==> src/rtl/ssd_pkg.sv <==
// ssd_pkg: shared constants and types for the seven-segment scan controller.
//   SEG_OFF      - all cathodes released (active-low segments dark)
//   DIG_OFF      - all anodes released (active-low digits dark)
//   NUM_DIGITS   - number of time-multiplexed digits on the shared bus
//   scan_state_e - phase within a digit slot (BLANK gap, then ON)
//   anode_sel    - one-cold anode pattern selecting a single digit
package ssd_pkg;

  localparam logic [7:0] SEG_OFF    = 8'hFF;
  localparam logic [3:0] DIG_OFF    = 4'hF;
  localparam int         NUM_DIGITS = 4;

  typedef enum logic {
    BLANK = 1'b0,
    ON    = 1'b1
  } scan_state_e;

  // Active-low anode vector with only digit idx pulled low.
  function automatic logic [3:0] anode_sel(input logic [1:0] idx);
    return ~(4'b0001 << idx);
  endfunction

endpackage

==> src/rtl/ssd_slot_timer.sv <==
// ssd_slot_timer: per-slot cycle counter for the digit scan.
//   clk, rst    - board clock, synchronous active-high reset
//   clr         - parks the counter at 0 (used while scanning is disabled)
//   adv         - advance the counter this cycle
//   in_blank    - counter is inside the leading anti-ghosting gap
//   slot_start  - counter is at the first cycle of a slot
//   slot_end    - counter is at the last cycle of a slot and advancing
module ssd_slot_timer #(
  parameter int SLOT_CYCLES  = 100000,
  parameter int BLANK_CYCLES = 2000,
  parameter int ADDR_W       = 17
) (
  input  logic clk,
  input  logic rst,
  input  logic clr,
  input  logic adv,
  output logic in_blank,
  output logic slot_start,
  output logic slot_end
);

  localparam logic [ADDR_W-1:0] SLOT_LAST = ADDR_W'(SLOT_CYCLES - 1);
  localparam logic [ADDR_W-1:0] BLANK_LIM = ADDR_W'(BLANK_CYCLES);
  localparam logic [ADDR_W-1:0] CNT_ZERO  = '0;
  localparam logic [ADDR_W-1:0] CNT_ONE   = ADDR_W'(1);

  logic [ADDR_W-1:0] slot_cnt_r;

  // Slot counter: counts 0..SLOT_CYCLES-1 and wraps; held at 0 while cleared.
  always_ff @(posedge clk) begin
    if (rst) begin
      slot_cnt_r <= CNT_ZERO;
    end else if (clr) begin
      slot_cnt_r <= CNT_ZERO;
    end else if (adv) begin
      if (slot_cnt_r == SLOT_LAST) begin
        slot_cnt_r <= CNT_ZERO;
      end else begin
        slot_cnt_r <= slot_cnt_r + CNT_ONE;
      end
    end else begin
      slot_cnt_r <= slot_cnt_r;
    end
  end

  // Slot phase decode from the current count.
  always_comb begin
    in_blank   = 1'b0;
    slot_start = 1'b0;
    slot_end   = 1'b0;
    if (slot_cnt_r < BLANK_LIM) begin
      in_blank = 1'b1;
    end else begin
      in_blank = 1'b0;
    end
    if (slot_cnt_r == CNT_ZERO) begin
      slot_start = 1'b1;
    end else begin
      slot_start = 1'b0;
    end
    if (adv && (slot_cnt_r == SLOT_LAST)) begin
      slot_end = 1'b1;
    end else begin
      slot_end = 1'b0;
    end
  end

endmodule

==> src/rtl/ssd_scan_ctrl.sv <==
// ssd_scan_ctrl: round-robin time-multiplexer for a shared 4-digit seven-segment bus.
// Each digit owns a fixed slot: a blank gap with all anodes off, then an ON phase where
// the digit is PWM-driven. Segment codes are latched once per frame to avoid tearing.
//   clk, rst      - board clock, synchronous active-high reset
//   en            - 1 scans, 0 darkens the display and parks the scheduler
//   bright        - ON-phase duty; digit driven while pwm count <= bright
//   blank_mask    - bit i keeps digit i dark (its slot is still consumed)
//   disp0..disp3  - active-low segment codes {dp,g..a} for each digit
//   seven         - registered segment cathodes, active-low
//   segment       - registered digit anodes, active-low, at most one low
//   frame_start   - high during the cycle the shadow registers load
module ssd_scan_ctrl
  import ssd_pkg::*;
#(
  parameter int SLOT_CYCLES  = 100000,
  parameter int BLANK_CYCLES = 2000,
  parameter int ADDR_W       = 17
) (
  input  logic       clk,
  input  logic       rst,
  input  logic       en,
  input  logic [2:0] bright,
  input  logic [3:0] blank_mask,
  input  logic [7:0] disp0,
  input  logic [7:0] disp1,
  input  logic [7:0] disp2,
  input  logic [7:0] disp3,
  output logic [7:0] seven,
  output logic [3:0] segment,
  output logic       frame_start
);

  if (BLANK_CYCLES >= SLOT_CYCLES) begin : g_bad_blank
    $error("ssd_scan_ctrl: BLANK_CYCLES must be smaller than SLOT_CYCLES");
  end
  if ((SLOT_CYCLES - 1) >= (2 ** ADDR_W)) begin : g_bad_addr
    $error("ssd_scan_ctrl: ADDR_W too narrow for SLOT_CYCLES");
  end

  scan_state_e state_s;
  logic        in_blank_s;
  logic        slot_start_s;
  logic        slot_end_s;
  logic        frame_start_s;
  logic        drive_s;
  logic [1:0]  idx_r;
  logic [2:0]  pwm_cnt_r;
  logic [7:0]  shadow_r [NUM_DIGITS];
  logic [7:0]  disp_s   [NUM_DIGITS];
  logic [7:0]  seven_r;
  logic [3:0]  segment_r;
  logic [7:0]  seven_nxt_s;
  logic [3:0]  segment_nxt_s;

  ssd_slot_timer #(
    .SLOT_CYCLES  (SLOT_CYCLES),
    .BLANK_CYCLES (BLANK_CYCLES),
    .ADDR_W       (ADDR_W)
  ) u_slot_timer (
    .clk        (clk),
    .rst        (rst),
    .clr        (~en),
    .adv        (en),
    .in_blank   (in_blank_s),
    .slot_start (slot_start_s),
    .slot_end   (slot_end_s)
  );

  assign disp_s[0] = disp0;
  assign disp_s[1] = disp1;
  assign disp_s[2] = disp2;
  assign disp_s[3] = disp3;

  // Scan phase follows the slot counter directly, so it can never drift from it.
  always_comb begin
    state_s = BLANK;
    if (in_blank_s) begin
      state_s = BLANK;
    end else begin
      state_s = ON;
    end
  end

  // Frame start: first BLANK cycle of digit 0 while enabled and out of reset.
  always_comb begin
    frame_start_s = 1'b0;
    if (!rst && en && slot_start_s && (idx_r == 2'd0) && (state_s == BLANK)) begin
      frame_start_s = 1'b1;
    end else begin
      frame_start_s = 1'b0;
    end
  end

  assign frame_start = frame_start_s;

  // Next pin values: dark unless enabled, in the ON phase, inside the PWM window and unmasked.
  always_comb begin
    seven_nxt_s   = SEG_OFF;
    segment_nxt_s = DIG_OFF;
    drive_s       = (pwm_cnt_r <= bright) && !blank_mask[idx_r];
    if (en) begin
      case (state_s)
        BLANK: begin
          seven_nxt_s   = SEG_OFF;
          segment_nxt_s = DIG_OFF;
        end
        ON: begin
          if (drive_s) begin
            seven_nxt_s   = shadow_r[idx_r];
            segment_nxt_s = anode_sel(idx_r);
          end else begin
            seven_nxt_s   = SEG_OFF;
            segment_nxt_s = DIG_OFF;
          end
        end
        default: begin
          seven_nxt_s   = SEG_OFF;
          segment_nxt_s = DIG_OFF;
        end
      endcase
    end else begin
      seven_nxt_s   = SEG_OFF;
      segment_nxt_s = DIG_OFF;
    end
  end

  // Pin registers: one cycle behind the internal scan state.
  always_ff @(posedge clk) begin
    if (rst) begin
      seven_r   <= SEG_OFF;
      segment_r <= DIG_OFF;
    end else begin
      seven_r   <= seven_nxt_s;
      segment_r <= segment_nxt_s;
    end
  end

  assign seven   = seven_r;
  assign segment = segment_r;

  // PWM counter: parked at 0 through the blank gap so every ON phase starts at duty step 0.
  always_ff @(posedge clk) begin
    if (rst) begin
      pwm_cnt_r <= 3'd0;
    end else if (!en || (state_s == BLANK)) begin
      pwm_cnt_r <= 3'd0;
    end else begin
      pwm_cnt_r <= pwm_cnt_r + 3'd1;
    end
  end

  // Digit index: advances on each slot end, wrapping 3 -> 0.
  always_ff @(posedge clk) begin
    if (rst) begin
      idx_r <= 2'd0;
    end else if (!en) begin
      idx_r <= 2'd0;
    end else if (slot_end_s) begin
      idx_r <= idx_r + 2'd1;
    end else begin
      idx_r <= idx_r;
    end
  end

  // Shadow registers: all digit codes sampled together at frame start only.
  always_ff @(posedge clk) begin
    for (int i = 0; i < NUM_DIGITS; i++) begin
      if (rst) begin
        shadow_r[i] <= SEG_OFF;
      end else if (frame_start_s) begin
        shadow_r[i] <= disp_s[i];
      end else begin
        shadow_r[i] <= shadow_r[i];
      end
    end
  end

endmodule

==> config.mk <==
export PLATFORM = sky130hd
export DESIGN_NAME = ssd_scan_ctrl
export DESIGN_NICKNAME = d
export VERILOG_FILES = /design/src/rtl/ssd_pkg.sv /design/src/rtl/ssd_slot_timer.sv /design/src/rtl/ssd_scan_ctrl.sv
export SDC_FILE = /design/constraint.sdc
export NUM_CORES = 1
export LEC_CHECK = 0
export ABC_CLOCK_PERIOD_IN_PS = 3560
export CAP_MARGIN = 20
export CORE_ASPECT_RATIO = 0.9
export CORE_MARGIN = 2
export CORE_UTILIZATION = 52
export DETAILED_ROUTE_END_ITERATION = 10
export PLACE_DENSITY = 0.81
export SYNTH_ARGS = -nofsm -noshare
export SYNTH_HDL_FRONTEND = slang
export SYNTH_SLANG_ARGS = --single-unit
==> constraint.sdc <==
create_clock -name clk -period 3.56 [get_ports clk]
set_input_delay 0.356 -clock clk [delete_from_list [all_inputs] [get_ports clk]]
set_output_delay 0.356 -clock clk [all_outputs]
set_load 0.005 [all_outputs]
==> flow_summary.json <==
{
  "whs_ns": 0.481,
  "clock-root-buffer": "clkbuf_8",
  "final_common_cell": "clkdlybuf4s50_1",
  "postCtsHoldBufs": 0,
  "n_antenna_cell": 0,
  "slew_headroom": 0.504,
  "grt_pass1_vias": 1907,
  "synth_mux_area_frac": 0.0711,
  "die_height_um": 76.0,
  "cp_data_arrival_time_ns": 2.44,
  "rr_worst_depth": 6,
  "cts_resized": 0,
  "irDropWorstVdd_mv": 0.296,
  "period_needed_ns": 2.80,
  "netlist.area_leader.share": 0.321,
  "cts_tree": "done",
  "dp_hpwl_um": 3750,
  "yosysWarnings": 0,
  "post_cts_buffers": 0,
  "pre_cts_ws_ns": 1.04,
  "yosys.area.top_type": "edfxtp_1",
  "critPathRequiredTime_ns": 3.20,
  "reg2reg_slack_ns": 1.03,
  "crit_path_top_delay_cell": "clkdlybuf4s50_1",
  "cp-startpoint": "idx_r[0]$_SDFFE_PP0P_",
  "synthesis.area_mm2": 0.00299,
  "setup_viol": 0,
  "grt_max_degree": 33,
  "mostFrequentLayoutCells": "54 x clkdlybuf4s50_1, 36 x dfxtp_1, 33 x nand2b_1, 32 x edfxtp_1, 20 x nor2_1",
  "dpl_cell_area_mm2": 0.00354,
  "yosys-top-cells-area": "edfxtp_1 32%, dfxtp_1 24%, nand2b_1 6.9%, mux4_2 6.8%, ha_1 4.2%",
  "worst_hold_path_type": "reg2reg",
  "overflow": 0,
  "run_status": "completed",
  "htreeDepth": 3,
  "design_area_mm2": 0.00375,
  "viasPerCell": 5.19,
  "cts.sinks": 68,
  "clkLatencyLatePin_ns": 0.34,
  "grt_util_met3": 0.0379,
  "hold_viol_final": 0,
  "fin_nets": 350,
  "synthesis.nets": 295,
  "met2_usage": 0.287,
  "port_buffers": 54,
  "synthAdderAreaFrac": 0.0418,
  "drive_above_1_share": 0.0990,
  "worstSetupStartpointType": "register",
  "reg2reg_to": "shadow_r[0][3]$_SDFFCE_PN1P_",
  "critPathMaxFanout": 5,
  "core-area_mm2": 0.00563,
  "rsz0062_at_grt": "no",
  "tightest_slew_ns": 0.744,
  "rows": 26,
  "place.gp.congestion": 0.811,
  "routed_wl_um": 5230,
  "crit_path_end": "frame_start",
  "tns_ns": 0,
  "seq_area_frac_synth": 0.562,
  "top_usage_layer": "met2",
  "critPathMaxStageDelay_ns": 0.57,
  "vias": 1936,
  "fin_worst_skew_ns": 0.00995,
  "post-route-util": 0.666,
  "yosys.cell_types.count": 37,
  "worstSetupPathType": "reg2out",
  "die_x_um": 84.0,
  "p_leak_uw": 0.00120,
  "fin_crit_sh": 0.787,
  "power.density_mw_per_mm2": 429,
  "initial_core_util": 0.532,
  "first_pass_iters": 4,
  "max_freq_mhz": 357,
  "r2r_start": "idx_r[0]$_SDFFE_PP0P_",
  "synth.avg_cell_area_um2": 12.3,
  "cts_inserted_buffers": 9,
  "drtIter0Drc": 133,
  "ys_seq_elements": 68,
  "maxCapViolCount": 0,
  "synthCells": 243,
  "antenna_left": 0,
  "critical_path.cell_chain": "inv_1 -> ha_1 -> or4bb_1 -> nor4_1 -> and3_1 -> clkdlybuf4s50_1",
  "antenna_found_initial": 0,
  "use_met1": 0.216,
  "drc": 0,
  "slew_violations": 0,
  "worst_slack_ns": 0.760,
  "gr-usage-all-layers": 0.179,
  "end_kind": "primary output",
  "synth_top_family_by_area": "simple AND/OR/NAND/NOR gates",
  "ios": 55,
  "cts_buffer_depth": 2,
  "path_clk_slew_ns": 0.07,
  "synthXorXnorAreaFrac": 0.0439,
  "routedWlPerCell_um": 14.0,
  "synth_compound_area_frac": 0.0192,
  "grt_pass1_wl_um": 8670,
  "dieArea_mm2": 0.00638,
  "synthSimpleGateAreaFrac": 0.214,
  "area_delta_synth_final_pct": 25.2
}
-- worst min path at each step --
stage / start / endpoint / slack [ns] / cells after the start
after global placement: u_slot_timer.slot_cnt_r[0]$_SDFF_PP0_ / u_slot_timer.slot_cnt_r[0]$_SDFF_PP0_ / 0.46 / 1
after detailed placement: u_slot_timer.slot_cnt_r[0]$_SDFF_PP0_ / u_slot_timer.slot_cnt_r[0]$_SDFF_PP0_ / 0.46 / 1
after global routing: u_slot_timer.slot_cnt_r[0]$_SDFF_PP0_ / u_slot_timer.slot_cnt_r[0]$_SDFF_PP0_ / 0.50 / 1
after floorplan: u_slot_timer.slot_cnt_r[0]$_SDFF_PP0_ / u_slot_timer.slot_cnt_r[0]$_SDFF_PP0_ / 0.44 / 1
final: u_slot_timer.slot_cnt_r[0]$_SDFF_PP0_ / u_slot_timer.slot_cnt_r[0]$_SDFF_PP0_ / 0.48 / 1
after CTS: u_slot_timer.slot_cnt_r[0]$_SDFF_PP0_ / u_slot_timer.slot_cnt_r[0]$_SDFF_PP0_ / 0.48 / 1
-- registers in the layout (all words and copies together), names as in the netlist, named ones only --
register	flops
u_slot_timer.slot_cnt_r	17
pwm_cnt_r	3
idx_r	2
segment	4
shadow_r	32
seven	8
-- metrics by stage --
step | instances | total power [uW]
2_1_floorplan | 243 | 902
3_3_place_gp | 357 | 953
3_5_place_dp | 357 | 956
4_1_cts | 373 | 1620
5_1_grt | 373 | 1670
6_report | 373 | 1610
-- cells by family after synthesis --
group | Yosys count
buf+inv | 23
compound gates | 9
mux | 10
simple gates | 108
flops | 68
fa+ha+maj | 10
xor+xnor | 15
-- synth_stat cells --
master,number
nor4_4,1
and3_1,1
edfxtp_1,32
a211o_1,1
a21oi_1,4
nand2b_1,33
nor4_1,6
dfxtp_1,36
mux2i_1,1
buf_12,1
nand4_1,7
xor2_1,6
and2_1,3
nor2_1,20
a31oi_1,1
and4_1,2
or4_4,1
or4_1,2
buf_2,2
ha_1,10
nor3_1,4
buf_6,4
inv_1,10
or2_2,2
or4bb_1,1
or2_1,1
buf_1,1
buf_4,2
o31ai_1,2
nand2_1,5
xnor2_1,9
nand3b_1,8
clkbuf_1,3
mux4_2,9
nand3_1,10
o211ai_1,1
or4b_1,1
-- area by class of cell --
cell class                      count  area [um^2]
Clock buffer                       11          131
Clock inverter                      5         77.6
Fill cell                         424         1880
Inverter                           10         37.5
Multi-Input combinational cell    152         1170
Sequential cell                    68         1680
Tap cell                           70         87.6
Timing Repair Buffer               57          563
-- power breakdown --
part / switching, uW / internal [uW] / leakage [uW] / total, uW
Sequential: 4.22 / 836 / 0.000543 / 840
Clock: 280 / 392 / 0.000103 / 672
Combinational: 37.0 / 60.5 / 0.000549 / 97.5
-- metal layers --
metal / wire length [um] / vias up
li1: - / 966
met1: 2340 / 911
met4: 157 / 0
met3: 201 / 11
met5: 0 / -
met2: 2540 / 48
-- worst max-delay path: cells and delay by family, from the launching register on --
family	cells	cell delay, ns
buffers and inverters	2	0.67
AND/OR/NAND/NOR	3	0.88
flip-flops	1	0.37
adder cells (fa/ha/maj)	1	0.19
Power figures use the tool's default switching activity.
